<file path="config.mk">
export PLATFORM = sky130hd
export DESIGN_NAME = prod_accum_flat
export DESIGN_NICKNAME = d
export VERILOG_FILES = /design/src/rtl/prod_accum_pkg.sv /design/src/rtl/prod_accum_if.sv /design/src/rtl/prod_accum_sext_adder.sv /design/src/rtl/prod_accum.sv /design/src/flat_wrapper.sv
export SDC_FILE = /design/constraint.sdc
export NUM_CORES = 1
export LEC_CHECK = 0
export ABC_CLOCK_PERIOD_IN_PS = 2500
export BUFFER_PORTS_ARGS = -buffer_cell sky130_fd_sc_hd__buf_2
export CAP_MARGIN = 20
export CORE_AREA = 3 3 66 68
export DETAILED_ROUTE_END_ITERATION = 12
export DIE_AREA = 0 0 69 71
export GPL_TIMING_DRIVEN = 0
export PLACE_DENSITY = 0.84
export SETUP_SLACK_MARGIN = 0.02
export SLEW_MARGIN = 15
export SYNTH_ARGS = -nofsm -noshare
export SYNTH_HDL_FRONTEND = slang
export SYNTH_SLANG_ARGS = --single-unit
</file>
<file path="constraint.sdc">
create_clock -name clk -period 2.5 [get_ports clk]
set_input_delay 0.125 -clock clk [delete_from_list [all_inputs] [get_ports clk]]
set_output_delay 0.125 -clock clk [all_outputs]
set_load 0.02 [all_outputs]
</file>
<file path="src/rtl/prod_accum_pkg.sv">
// Shared definitions for the multiplier / accumulator datapath.
package prod_accum_pkg;

   localparam int DEF_WIDTH  = 6;
   localparam int DEF_NTERMS = 8;
   localparam int DEF_PWIDTH = 2 * DEF_WIDTH;
   localparam int DEF_AWIDTH = DEF_PWIDTH + $clog2(DEF_NTERMS);

   // Accumulator control states: summing a block, or holding a finished sum.
   typedef enum logic {
      ACCUM = 1'b0,
      HOLD  = 1'b1
   } state_e;

   // Sign-extend a default-width product up to the default accumulator width.
   function automatic logic [DEF_AWIDTH-1:0] sext(input logic [DEF_PWIDTH-1:0] p);
      return {{(DEF_AWIDTH - DEF_PWIDTH){p[DEF_PWIDTH-1]}}, p};
   endfunction

endpackage

</file>
<file path="src/rtl/prod_accum_if.sv">
// Product-in / block-sum-out handshake bundle of the accumulate stage.
interface prod_accum_if #(
   parameter int WIDTH  = 6,
   parameter int NTERMS = 8
) ();

   localparam int PWIDTH = 2 * WIDTH;
   localparam int AWIDTH = PWIDTH + $clog2(NTERMS);
   localparam int CWIDTH = $clog2(NTERMS + 1);

   logic              in_valid;
   logic              in_ready;
   logic [PWIDTH-1:0] in_prod;
   logic              in_last;
   logic              out_valid;
   logic              out_ready;
   logic [AWIDTH-1:0] out_sum;
   logic [CWIDTH-1:0] out_terms;

   modport master (
      output in_valid, in_prod, in_last, out_ready,
      input  in_ready, out_valid, out_sum, out_terms
   );

   modport slave (
      input  in_valid, in_prod, in_last, out_ready,
      output in_ready, out_valid, out_sum, out_terms
   );

endinterface

</file>
<file path="src/rtl/prod_accum_sext_adder.sv">
// Sign-extends a product to accumulator width and adds it to a running sum.
module prod_accum_sext_adder #(
   parameter int PWIDTH = 12,
   parameter int AWIDTH = 15
) (
   input  logic [AWIDTH-1:0] acc,
   input  logic [PWIDTH-1:0] prod,
   output logic [AWIDTH-1:0] sum
);

   logic [AWIDTH-1:0] prod_sx;

   assign prod_sx = {{(AWIDTH - PWIDTH){prod[PWIDTH-1]}}, prod};
   assign sum     = acc + prod_sx;

endmodule

</file>
<file path="src/rtl/prod_accum.sv">
// Accumulates signed multiplier products into blocks of up to NTERMS terms
// and presents each block sum on a valid/ready output port.
module prod_accum
   import prod_accum_pkg::*;
#(
   parameter int WIDTH  = DEF_WIDTH,
   parameter int NTERMS = DEF_NTERMS
) (
   input logic         clk,
   input logic         rst,
   prod_accum_if.slave bus
);

   localparam int PWIDTH = 2 * WIDTH;
   localparam int AWIDTH = PWIDTH + $clog2(NTERMS);
   localparam int CWIDTH = $clog2(NTERMS + 1);
   localparam logic [CWIDTH-1:0] LAST_CNT = CWIDTH'(NTERMS - 1);

   state_e            state_q, state_d;
   logic [AWIDTH-1:0] acc_q, acc_d;
   logic [CWIDTH-1:0] cnt_q, cnt_d;
   logic              out_valid_q, out_valid_d;
   logic [AWIDTH-1:0] out_sum_q, out_sum_d;
   logic [CWIDTH-1:0] out_terms_q, out_terms_d;

   logic [AWIDTH-1:0] sum;
   logic              in_accept;

   prod_accum_sext_adder #(
      .PWIDTH(PWIDTH),
      .AWIDTH(AWIDTH)
   ) u_sext_adder (
      .acc (acc_q),
      .prod(bus.in_prod),
      .sum (sum)
   );

   // A held sum blocks new products unless it is being drained this very cycle.
   assign bus.in_ready  = !rst && (state_q == ACCUM || bus.out_ready);
   assign in_accept     = bus.in_valid && bus.in_ready;
   assign bus.out_valid = out_valid_q;
   assign bus.out_sum   = out_sum_q;
   assign bus.out_terms = out_terms_q;

   // Next-state logic: drain a held sum, then apply the accumulate/close rules.
   // acc_q and cnt_q are already zero in HOLD, so a product accepted while
   // draining naturally starts the next block.
   always_comb begin
      state_d     = state_q;
      acc_d       = acc_q;
      cnt_d       = cnt_q;
      out_valid_d = out_valid_q;
      out_sum_d   = out_sum_q;
      out_terms_d = out_terms_q;

      if (state_q == HOLD && bus.out_ready) begin
         out_valid_d = 1'b0;
         state_d     = ACCUM;
      end

      if (in_accept) begin
         if (cnt_q == LAST_CNT || bus.in_last) begin
            out_sum_d   = sum;
            out_terms_d = cnt_q + CWIDTH'(1);
            out_valid_d = 1'b1;
            acc_d       = '0;
            cnt_d       = '0;
            state_d     = HOLD;
         end else begin
            acc_d = sum;
            cnt_d = cnt_q + CWIDTH'(1);
         end
      end
   end

   // State register with synchronous reset that discards any partial or held sum.
   always_ff @(posedge clk) begin
      if (rst) begin
         state_q     <= ACCUM;
         acc_q       <= '0;
         cnt_q       <= '0;
         out_valid_q <= 1'b0;
         out_sum_q   <= '0;
         out_terms_q <= '0;
      end else begin
         state_q     <= state_d;
         acc_q       <= acc_d;
         cnt_q       <= cnt_d;
         out_valid_q <= out_valid_d;
         out_sum_q   <= out_sum_d;
         out_terms_q <= out_terms_d;
      end
   end

endmodule

</file>
<file path="src/flat_wrapper.sv">
// flat-port wrapper written by rule: the top's interface ports become plain ports
module prod_accum_flat import prod_accum_pkg::*;
#(
   parameter int WIDTH  = DEF_WIDTH,
   parameter int NTERMS = DEF_NTERMS
)
  (clk, rst, bus_in_valid, bus_in_prod, bus_in_last, bus_out_ready, bus_in_ready, bus_out_valid, bus_out_sum, bus_out_terms);
  prod_accum_if #(.WIDTH(WIDTH), .NTERMS(NTERMS)) bus_i ();
  input logic clk;
  input logic rst;
  input wire logic [$bits(bus_i.in_valid)-1:0] bus_in_valid;
  input wire logic [$bits(bus_i.in_prod)-1:0] bus_in_prod;
  input wire logic [$bits(bus_i.in_last)-1:0] bus_in_last;
  input wire logic [$bits(bus_i.out_ready)-1:0] bus_out_ready;
  output wire logic [$bits(bus_i.in_ready)-1:0] bus_in_ready;
  output wire logic [$bits(bus_i.out_valid)-1:0] bus_out_valid;
  output wire logic [$bits(bus_i.out_sum)-1:0] bus_out_sum;
  output wire logic [$bits(bus_i.out_terms)-1:0] bus_out_terms;
  assign bus_i.in_valid = bus_in_valid;
  assign bus_i.in_prod = bus_in_prod;
  assign bus_i.in_last = bus_in_last;
  assign bus_i.out_ready = bus_out_ready;
  assign bus_in_ready = bus_i.in_ready;
  assign bus_out_valid = bus_i.out_valid;
  assign bus_out_sum = bus_i.out_sum;
  assign bus_out_terms = bus_i.out_terms;
  prod_accum #(.WIDTH(WIDTH), .NTERMS(NTERMS)) u_core (.clk(clk), .rst(rst), .bus(bus_i));
endmodule
</file>
==> tab_implementation.tex, run 1 <==
\begin{tabular}{lr}
\hline
Metric & Value \\
\hline
\multicolumn{2}{l}{\textbf{Power and ir drop}} \\
Static leakage & 1.10 nW \\
Max rail drop VDD & 297 uV \\
Power per cell area & between 600 and 700 nW/um2 \\
Power Total & about 1.6 mW \\
\multicolumn{2}{l}{\textbf{Yosys}} \\
Adder-cell share of the synthesized area & roughly a tenth \\
Share of synthesized area occupied by flip-flops and latches & 38.5\% \\
Compound-Gate Fraction of Synth Area & 23.3\% \\
Cells after synthesis & 242 \\
XOR/XNOR Fraction of Synth Area & 7.16\% \\
Number of register bits inferred by synthesis & 40 \\
Syn\_nets & about 280 \\
Ys flop type & sky130\_fd\_sc\_hd\_\_dfxtp\_1 \\
Area of the mapped netlist & between 2000 and 2500 um2 \\
Post-synth EDFFs & 0 \\
Simple-gate portion of the synthesized area & 18.9\% \\
Largest family of logic cells by synthesized area & compound AO/OA/AOI/OAI gates \\
Post-synth ARST share & 0\% \\
Syn avg cell area & 8.60 um2 \\
Post-synth cell types & 38 \\
Mux share of post-synthesis cell area & 0\% \\
Yosys warnings & 0 \\
\multicolumn{2}{l}{\textbf{Clock tree}} \\
CTS buffer count & 5 \\
Clk Tree Root Cell & sky130\_fd\_sc\_hd\_\_clkbuf\_8 \\
Clock transition at path regs & 0.08 ns \\
TritonCTS clock tree & yes \\
Cts-stage hold buffer count & 0 \\
Sink count of the clock tree & 40 \\
CTS H-tree depth & 2 \\
Number of buffers on the longest clock path & 2 \\
Source-to-sink clock delay at the later pin of the worst-skew pair & 0.29 ns \\
\multicolumn{2}{l}{\textbf{GRT}} \\
Global-route usage over all layers & 20.9\% \\
Maximum number of pins on one net before global-route repair & 13 \\
First-pass GRT wire length & 8.45 mm \\
Number of global-route vias before repair & between 1,500 and 2,000 \\
Antenna violations before repair & 0 \\
Residual overflow from global routing & 0 \\
\multicolumn{2}{l}{\textbf{Layout}} \\
Final net count & between 300 and 400 \\
Final core area utilization & 63.4\% \\
Post-route non-filler standard cell count & 337 \\
Total inserted antenna cells & 0 \\
Growth of design area from synthesis to finish & 19.2\% \\
Share of final-layout standard cells stronger than drive strength 1 & 20.2\% \\
\multicolumn{2}{l}{\textbf{Routing}} \\
WL/cell & about 14 um \\
Number of design-rule violations left by the first detailed-router iteration & $\sim$130 \\
Routed via count & 1,886 \\
Antenna violation net count after detailed routing & 0 \\
Final routed DRC violation total & 0 \\
Iteration count of the initial detailed-routing pass & 4 \\
Overall routed net length & between 4 and 5 mm \\
Vias per std cell & 5.60 \\
\multicolumn{2}{l}{\textbf{Setup path}} \\
Worst-path maximum fanout & 4 \\
Cells along the critical path & ha\_1, fa\_2, a21o\_1, a221oi\_4, o221a\_4, o21bai\_4, xnor2\_1, o311ai\_1 \\
Reg2reg end & u\_core.acc\_q[14] \\
Register-to-register setup slack & 0.20 ns \\
Launch instance of the worst register-to-register path & u\_core.acc\_q[0] \\
Delay of the slowest cell on the worst path & 0.36 ns \\
Worst Path Class, Setup & reg2reg \\
Required arrival time at the worst endpoint & 2.69 ns \\
Logic depth of the worst register-to-register path & 8 \\
CP Capture Type & register \\
Type of element launching the critical path & register \\
Standard cell with the maximum stage delay on the critical path & sky130\_fd\_sc\_hd\_\_fa\_2 \\
Largest delay contributor family on the critical path & compound AO/OA/AOI/OAI gates \\
Combined buffer and inverter count along the critical path & 0 \\
CP Data Arrival Time & 2.49 ns \\
\multicolumn{2}{l}{\textbf{STA}} \\
Slew @ Worst Pin & 0.676 ns \\
Final setup viols & 0 \\
Ratio of final minimum period to clock period & 92.0\% \\
Post-route setup TNS & 0 ns \\
Worst hold margin & roughly 0.11 ns \\
Max Clock Skew & $\sim$0.008 ns \\
Final hold violations & 0 \\
Achievable Freq & about 0.43 GHz \\
Final period demand of the worst path & 2.30 ns \\
Number of slew-limit violations in the final report & 0 \\
Setup repair after global routing missed its margin & no \\
Slew Limit Headroom & 54.8\% \\
\multicolumn{2}{l}{\textbf{Placed design}} \\
Port bufs & 36 \\
Placer congestion estimate & 0.838 \\
Total placed cells including tap cells & 328 \\
Placed wire-length estimate after detailed placement & 3.55 mm \\
\multicolumn{2}{l}{\textbf{Floorplan}} \\
Die H & 71 um \\
Placement row count & 23 \\
Number of primary I/O pins & 38 \\
Die outline area & 4900 um2 \\
Floorplan Core Area & 3910 um2 \\
Initial core utilization & 53.2\% \\
Horizontal die dimension & 69 um \\
\multicolumn{2}{l}{\textbf{Outcome}} \\
Outcome & finished, final reports clean \\
\multicolumn{2}{l}{\textbf{Flow run}} \\
Max-Cap Viols & 0 \\
\multicolumn{2}{l}{\textbf{Hold path}} \\
Hold/Removal Path Class & in2reg \\
Instance count along the most critical hold path & 2 \\
Hold path startpoint & rst \\
Hold Path End & u\_core.bus.out\_sum[1] \\
\hline
\end{tabular}
[where the power goes]
group	internal [mW]	switching (mW)	total, mW
Sequential	0.670	0.0197	0.690
Clock	0.393	0.226	0.619
Combinational	0.116	0.179	0.295
[cell type report]
cell class | count | area, um2
plain buffers | 8 | 35.0
clock buffers | 5 | 68.8
clock inverters | 2 | 60.1
fillers | 356 | 1430
inverters | 3 | 11.3
multi-input cells | 191 | 1250
flip-flops and latches | 40 | 801
well taps | 50 | 62.6
repair buffers | 38 | 195
[registers in the layout, summed over array words and instances, names as in the netlist]
name                  cells
u_core.acc_q             15
u_core.bus.out_valid      1
u_core.state_q            1
u_core.bus.out_terms      4
u_core.cnt_q              4
u_core.bus.out_sum       15
[cell usage after synthesis (2+ instances only)]
cell | number | area share (%)
sky130_fd_sc_hd__a22oi_1 | 6 | 2.2
sky130_fd_sc_hd__nor2_1 | 22 | 4.0
sky130_fd_sc_hd__xor2_1 | 5 | 2.1
sky130_fd_sc_hd__a211oi_1 | 4 | 1.4
sky130_fd_sc_hd__a21oi_1 | 27 | 6.5
sky130_fd_sc_hd__dfxtp_1 | 40 | 38
sky130_fd_sc_hd__inv_1 | 2 | 0.36
sky130_fd_sc_hd__clkbuf_1 | 4 | 0.72
sky130_fd_sc_hd__a22o_1 | 3 | 1.3
sky130_fd_sc_hd__and3_1 | 4 | 1.2
sky130_fd_sc_hd__xnor2_1 | 12 | 5.1
sky130_fd_sc_hd__a21o_1 | 6 | 2.2
sky130_fd_sc_hd__buf_2 | 4 | 0.96
sky130_fd_sc_hd__ha_1 | 15 | 9.0
sky130_fd_sc_hd__nand2_1 | 36 | 6.5
sky130_fd_sc_hd__o21ai_1 | 12 | 2.9
sky130_fd_sc_hd__nand2b_1 | 4 | 1.2
sky130_fd_sc_hd__and2_1 | 2 | 0.60
sky130_fd_sc_hd__o21ai_0 | 5 | 1.2
sky130_fd_sc_hd__nand3_1 | 11 | 2.6
[layout by cell type, fill, tap and decap left out, drive strengths merged, types with 3 or more instances in the layout]
cell type	count
buf	42
dfxtp	40
nand2	36
a21oi	27
nor2	23
o21ai	17
ha	15
xnor2	12
nand3	11
clkbuf	9
a22oi	6
a21o	6
xor2	5
nand2b	4
and3	4
a211oi	4
a22o	3
inv	3
[worst max-delay path by stage]
stage                               start               end  slack, ns  depth (start not counted)
after CTS                 u_core.acc_q[0]  u_core.acc_q[14]       0.09                          8
after floorplan           u_core.acc_q[0]  u_core.acc_q[14]       0.27                          8
after global placement    u_core.acc_q[0]  u_core.acc_q[14]       0.09                          8
final                     u_core.acc_q[0]  u_core.acc_q[14]       0.20                          8
after global routing      u_core.acc_q[0]  u_core.acc_q[14]       0.06                          8
after detailed placement  u_core.acc_q[0]  u_core.acc_q[14]      -0.02                          8
[through the flow]
stage / cell area [um2] / setup WS (ns)
detailed placement: 2320 / -0.0189
global placement: 2320 / 0.0894
CTS: 2460 / 0.0866
finish: 2480 / 0.199
floorplan: 2080 / 0.268
global route: 2480 / 0.0624
[what timing repair did]
item | CTS | global route
setup endpoints to repair | 1 | 1
pin swaps | 0 | 3
gates resized for setup | 1 | 1
buffers inserted | 0 | 2
[worst reg2reg max path, delay by kind of cell, from the launching register on]
kind | cells | cell delay [ns]
compound gates | 5 | 1.17
flops | 1 | 0.32
xor+xnor | 1 | 0.12
fa+ha+maj | 2 | 0.58
[cells by family (layout without fill, tap and decap cells)]
family,Yosys count,in the layout
buf+inv,11,56
simple gates,85,85
flops,40,40
fa+ha+maj,16,16
compound gates,73,73
xor+xnor,17,17
[metal layers]
layer | global-route usage [%] | up-vias | part of all wire [%]
met5 | 0 | - | 0
met4 | 6.29 | 0 | 2.0
met3 | 4.26 | 10 | 4.9
met2 | 35.4 | 55 | 49
met1 | 26.9 | 873 | 44
li1 | - | 948 | -
(Power assumes the default switching activity.)
==> run 2: changes to the inputs <==
PLACE_DENSITY = 0.82   (was 0.84)
==> tab_implementation.tex, run 2 (same netlist as run 1, synthesis figures left out) <==
\begin{tabular}{lr}
\hline
Metric & Value \\
\hline
\multicolumn{2}{l}{\textbf{STA}} \\
Max Clock Skew & 0.00604 ns \\
Worst hold margin & 0.109 ns \\
Number of slew-limit violations in the final report & 0 \\
Final setup viols & 0 \\
Post-route setup TNS & 0 ns \\
Slew Limit Headroom & 58.8\% \\
Final hold violations & 0 \\
Final period demand of the worst path & 2.38 ns \\
Ratio of final minimum period to clock period & between 90\% and 100\% \\
Setup repair after global routing missed its margin & no \\
Achievable Freq & 0.421 GHz \\
Slew @ Worst Pin & 0.615 ns \\
\multicolumn{2}{l}{\textbf{Placed design}} \\
Cell Area, Placed & $\sim$2300 um2 \\
Port bufs & 36 \\
Placed wire-length estimate after detailed placement & 3.47 mm \\
Placer congestion estimate & 0.857 \\
\multicolumn{2}{l}{\textbf{Clock tree}} \\
Clock transition at path regs & $\sim$0.080 ns \\
Sink count of the clock tree & 40 \\
Number of buffers on the longest clock path & 2 \\
CTS H-tree depth & 2 \\
Source-to-sink clock delay at the later pin of the worst-skew pair & 0.30 ns \\
TritonCTS clock tree & yes \\
CTS buffer count & 5 \\
Clk Tree Root Cell & sky130\_fd\_sc\_hd\_\_clkbuf\_8 \\
\multicolumn{2}{l}{\textbf{Floorplan}} \\
Initial core utilization & $\sim$53\% \\
Floorplan Core Area & 3910 um2 \\
Placement row count & 23 \\
Number of primary I/O pins & 38 \\
Die outline area & 4900 um2 \\
Horizontal die dimension & 69 um \\
Die H & just over 70 um \\
\multicolumn{2}{l}{\textbf{Power and ir drop}} \\
Relative contribution of the clock network to total power & between 40\% and 50\% \\
Net load switching power & 443 uW \\
Pint & 1.28 mW \\
Relative contribution of sequential cells to total power & between 30 and 40\% \\
Max rail drop VDD & 247 uV \\
Switching share of power & 25.6\% \\
Power share of the combinational group & 17.1\% \\
Power Total & 1.73 mW \\
Power per cell area & approximately 690 nW/um2 \\
Static leakage & around 1.1 nW \\
\multicolumn{2}{l}{\textbf{Layout}} \\
Total inserted antenna cells & 0 \\
Highest-count cells in the layout ignoring fill and taps & sky130\_fd\_sc\_hd\_\_buf\_2 (40), sky130\_fd\_sc\_hd\_\_dfxtp\_1 (40), sky130\_fd\_sc\_hd\_\_nand2\_1 (36) \\
Share of final-layout standard cells stronger than drive strength 1 & 19.6\% \\
Final cell area excluding filler cells & around 2500 um2 \\
Growth of design area from synthesis to finish & 19.8\% \\
Total of fill cells in the finished design & 333 \\
Area used by multi-input combinational logic & 1240 um2 \\
Final net count & 318 \\
Storage element area & 801 um2 \\
\multicolumn{2}{l}{\textbf{GRT}} \\
Number of global-route vias before repair & 1,760 \\
First-pass GRT wire length & 8.00 mm \\
Global-route usage over all layers & 20.1\% \\
Antenna violations before repair & 0 \\
Residual overflow from global routing & 0 \\
Maximum number of pins on one net before global-route repair & 14 \\
\multicolumn{2}{l}{\textbf{Setup path}} \\
CP Data Arrival Time & 2.58 ns \\
Register-to-register setup slack & 0.12 ns \\
Cells along the critical path & ha\_1, fa\_1, a21o\_1, a221oi\_4, o221a\_4, o21bai\_4, xnor2\_1, o311ai\_1 \\
Worst Path Class, Setup & reg2reg \\
Combined buffer and inverter count along the critical path & 0 \\
Worst-path maximum fanout & 4 \\
CP Capture Type & register \\
Required arrival time at the worst endpoint & 2.71 ns \\
Type of element launching the critical path & register \\
Delay of the slowest cell on the worst path & 0.42 ns \\
Largest delay contributor family on the critical path & compound AO/OA/AOI/OAI gates \\
Standard cell with the maximum stage delay on the critical path & sky130\_fd\_sc\_hd\_\_fa\_1 \\
\multicolumn{2}{l}{\textbf{Routing}} \\
Iteration count of the initial detailed-routing pass & 4 \\
Overall routed net length & 4.87 mm \\
Vias per std cell & 5.60 \\
WL/cell & 14.5 um \\
Routed via count & $\sim$1,900 \\
Antenna violation net count after detailed routing & 0 \\
Final routed DRC violation total & 0 \\
Number of design-rule violations left by the first detailed-router iteration & 179 \\
\multicolumn{2}{l}{\textbf{Flow run}} \\
Max-Cap Viols & 0 \\
\multicolumn{2}{l}{\textbf{Hold path}} \\
Hold/Removal Path Class & in2reg \\
\multicolumn{2}{l}{\textbf{Outcome}} \\
Outcome & finished, final reports clean \\
\hline
\end{tabular}
[run 2: cell type report]
type                       instances  area share (%)
sequential                        40            32.1
timing repair buffer              36            7.23
buffer                             8            1.40
clock inverter                     3            3.61
clock buffer                       5            2.76
inverter                           3           0.452
tap                               50            2.51
multi-input combinational        191            49.9
[run 2: power by group through the flow]
stage | combinational (mW) | sequential, mW | clock (mW)
floorplan | 0.187 | 0.722 | 0
global placement | 0.280 | 0.702 | 0
detailed placement | 0.286 | 0.703 | 0
CTS | 0.290 | 0.688 | 0.746
global route | 0.324 | 0.693 | 0.766
finish | 0.296 | 0.688 | 0.742
[run 2: worst register-to-register path, cell delays in order (launching register included)]
cell and delay (ns):
sky130_fd_sc_hd__dfxtp_1 0.32, sky130_fd_sc_hd__ha_1 0.22, sky130_fd_sc_hd__fa_1 0.42, sky130_fd_sc_hd__a21o_1 0.25, sky130_fd_sc_hd__a221oi_4 0.33, sky130_fd_sc_hd__o221a_4 0.29, sky130_fd_sc_hd__o21bai_4 0.09, sky130_fd_sc_hd__xnor2_1 0.13
sky130_fd_sc_hd__o311ai_1 0.25
[run 2: path summary, 6_finish.rpt]
path                                       startpoint                    end  cells after the start
worst min-delay path                    bus_out_ready   u_core.bus.out_valid                      4
worst max register to register        u_core.acc_q[0]       u_core.acc_q[14]                      8
worst max-delay path                  u_core.acc_q[0]       u_core.acc_q[14]                      8
worst min register to register  u_core.bus.out_sum[3]  u_core.bus.out_sum[3]                      2
[run 2: what timing repair did]
action	CTS	global route
setup buffers	0	0
hold buffers	0	0
hold endpoints to repair	0	0
endpoints found under the setup margin	0	3
gates resized for setup	0	1
[run 2: per-stage QoR]
stage	setup slack (ns)	instances	utilization [%]
4_1_cts	0.0647	336	63.4
3_3_place_gp	0.105	328	59.4
2_1_floorplan	0.268	242	-
5_1_grt	0.0412	336	63.7
3_5_place_dp	0.0826	328	59.4
6_report	0.123	336	63.7
[run 2: per-layer routing]
| layer | track usage, % | share of wire [%] | wire (um) | vias to the layer above |
|---|---|---|---|---|
| met1 | 25.1 | 44 | 2140 | 859 |
| met4 | 8.68 | 2.0 | 96 | 0 |
| met5 | 0 | 0 | 0 | - |
| met3 | 4.97 | 7.4 | 360 | 10 |
| met2 | 32.9 | 47 | 2280 | 64 |
| li1 | - | - | - | 949 |
==> run 3: changes to the inputs <==
CORE_AREA = 3 3 67 69   (was 3 3 66 68)
DIE_AREA = 0 0 70 72   (was 0 0 69 71)
PLACE_DENSITY = 0.85   (was 0.82)
==> tab_implementation.tex, run 3 (same netlist as run 1, synthesis figures left out) <==
\begin{tabular}{lr}
\hline
Metric & Value \\
\hline
\multicolumn{2}{l}{\textbf{Layout}} \\
Post-route non-filler standard cell count & 336 \\
Highest-count cells in the layout ignoring fill and taps & sky130\_fd\_sc\_hd\_\_buf\_2 (40), sky130\_fd\_sc\_hd\_\_dfxtp\_1 (40), sky130\_fd\_sc\_hd\_\_nand2\_1 (36) \\
Final cell area excluding filler cells & 2450 um2 \\
Final net count & 318 \\
Total of fill cells in the finished design & 344 \\
Final core area utilization & 61.6\% \\
Growth of design area from synthesis to finish & 17.6\% \\
Total inserted antenna cells & 0 \\
Share of final-layout standard cells stronger than drive strength 1 & 19.6\% \\
\multicolumn{2}{l}{\textbf{Floorplan}} \\
Number of primary I/O pins & 38 \\
Horizontal die dimension & approximately 70 um \\
Floorplan Core Area & 3970 um2 \\
Initial core utilization & 52.4\% \\
Die H & slightly above 70 um \\
Die outline area & 5040 um2 \\
Placement row count & 23 \\
\multicolumn{2}{l}{\textbf{Setup path}} \\
Largest delay contributor family on the critical path & compound AO/OA/AOI/OAI gates \\
CP Data Arrival Time & 2.56 ns \\
Worst-path maximum fanout & 4 \\
Cells along the critical path & ha\_1, fa\_1, a21o\_1, a221oi\_4, o221a\_4, o21bai\_4, xnor2\_1, o311ai\_1 \\
Standard cell with the maximum stage delay on the critical path & sky130\_fd\_sc\_hd\_\_fa\_1 \\
Type of element launching the critical path & register \\
Worst Path Class, Setup & reg2reg \\
CP Capture Type & register \\
Combined buffer and inverter count along the critical path & 0 \\
Delay of the slowest cell on the worst path & a little over 0.4 ns \\
Required arrival time at the worst endpoint & 2.70 ns \\
\multicolumn{2}{l}{\textbf{Clock tree}} \\
Sink count of the clock tree & 40 \\
Clock transition at path regs & 0.08 ns \\
Cts-stage hold buffer count & 0 \\
TritonCTS clock tree & yes \\
Clk Tree Root Cell & sky130\_fd\_sc\_hd\_\_clkbuf\_8 \\
Source-to-sink clock delay at the later pin of the worst-skew pair & a little under 0.3 ns \\
CTS H-tree depth & 2 \\
CTS buffer count & 5 \\
Number of buffers on the longest clock path & 2 \\
\multicolumn{2}{l}{\textbf{Placed design}} \\
Placer congestion estimate & 0.906 \\
Cell Area, Placed & approximately 2300 um2 \\
Placement-stage worst setup slack & between 0.07 and 0.08 ns \\
Placed wire-length estimate after detailed placement & between 3 and 4 mm \\
Port bufs & 36 \\
Total placed cells including tap cells & between 300 and 400 \\
\multicolumn{2}{l}{\textbf{STA}} \\
Achievable Freq & 0.424 GHz \\
Slew Limit Headroom & 59.3\% \\
Worst hold margin & 0.118 ns \\
Number of slew-limit violations in the final report & 0 \\
Max Clock Skew & 0.00496 ns \\
Final period demand of the worst path & $\sim$2.4 ns \\
Final hold violations & 0 \\
Post-route setup TNS & 0 ns \\
Final Worst Setup Slack & 0.143 ns \\
Ratio of final minimum period to clock period & 94.3\% \\
Slew @ Worst Pin & 0.608 ns \\
Final setup viols & 0 \\
Setup repair after global routing missed its margin & no \\
\multicolumn{2}{l}{\textbf{GRT}} \\
Number of global-route vias before repair & between 1,500 and 2,000 \\
Maximum number of pins on one net before global-route repair & 14 \\
Antenna violations before repair & 0 \\
Residual overflow from global routing & 0 \\
Global-route usage over all layers & 19.7\% \\
First-pass GRT wire length & 8.11 mm \\
\multicolumn{2}{l}{\textbf{Routing}} \\
Vias per std cell & 5.64 \\
Iteration count of the initial detailed-routing pass & 5 \\
Routed via count & 1,894 \\
Number of design-rule violations left by the first detailed-router iteration & 83 \\
Overall routed net length & 4.74 mm \\
Final routed DRC violation total & 0 \\
WL/cell & 14.1 um \\
Antenna violation net count after detailed routing & 0 \\
\multicolumn{2}{l}{\textbf{Power and ir drop}} \\
Power share of the combinational group & 19.4\% \\
Max rail drop VDD & 267 uV \\
Relative contribution of sequential cells to total power & 45.6\% \\
Switching share of power & 28.4\% \\
Power per cell area & 617 nW/um2 \\
Power Total & 1.51 mW \\
Static leakage & 1.08 nW \\
Pint & 1.08 mW \\
Relative contribution of the clock network to total power & 35.0\% \\
Net load switching power & 429 uW \\
\multicolumn{2}{l}{\textbf{Flow run}} \\
Max-Cap Viols & 0 \\
\multicolumn{2}{l}{\textbf{Hold path}} \\
Hold/Removal Path Class & in2reg \\
\multicolumn{2}{l}{\textbf{Outcome}} \\
Outcome & finished, final reports clean \\
\hline
\end{tabular}
==> run 3: final timing paths <==
kind,start,to,slack [ns],depth (start not counted)
hold reg to reg,u_core.bus.out_sum[0],u_core.bus.out_sum[0],0.45,2
hold / removal,bus_out_ready,u_core.bus.out_valid,0.12,4
setup / recovery,u_core.acc_q[0],u_core.acc_q[14],0.14,8
setup reg to reg,u_core.acc_q[0],u_core.acc_q[14],0.14,8
==> run 3: layout make-up <==
| type | instances | area, um2 | area share (%) |
|---|---|---|---|
| multi-input combinational | 191 | 1240 | 50.9 |
| sequential | 40 | 801 | 32.7 |
| timing repair buffer | 36 | 180 | 7.37 |
| clock buffer | 5 | 68.8 | 2.81 |
| tap | 50 | 62.6 | 2.56 |
| clock inverter | 3 | 42.5 | 1.74 |
| buffer | 8 | 35.0 | 1.43 |
| inverter | 3 | 11.3 | 0.460 |
==> run 3: power groups by stage <==
stage | sequential (mW) | clock (mW) | combinational [mW]
floorplan | 0.722 | 0 | 0.187
global placement | 0.702 | 0 | 0.279
detailed placement | 0.703 | 0 | 0.287
CTS | 0.688 | 0.533 | 0.288
global route | 0.693 | 0.564 | 0.326
finish | 0.688 | 0.528 | 0.292
==> run 3: worst register-to-register path, cell delays in order, from the launching register on <==
cell and delay (ns):
sky130_fd_sc_hd__dfxtp_1 0.32, sky130_fd_sc_hd__ha_1 0.22, sky130_fd_sc_hd__fa_1 0.42, sky130_fd_sc_hd__a21o_1 0.24, sky130_fd_sc_hd__a221oi_4 0.33, sky130_fd_sc_hd__o221a_4 0.29, sky130_fd_sc_hd__o21bai_4 0.09, sky130_fd_sc_hd__xnor2_1 0.12
sky130_fd_sc_hd__o311ai_1 0.25
==> run 3: layer usage <==
metal  track usage, %  vias up  part of all wire [%]
met5                0        -                     0
met4             7.45        0                   2.2
met3             4.29       11                   5.0
met2             33.2       65                    48
met1             24.9      868                    45
li1                 -      950                     -
==> run 3: repair_timing <==
item / 4_1_cts / 5_1_grt
gates resized for setup: 0 / 1
endpoints found under the setup margin: 0 / 4
buffers inserted: 0 / 0
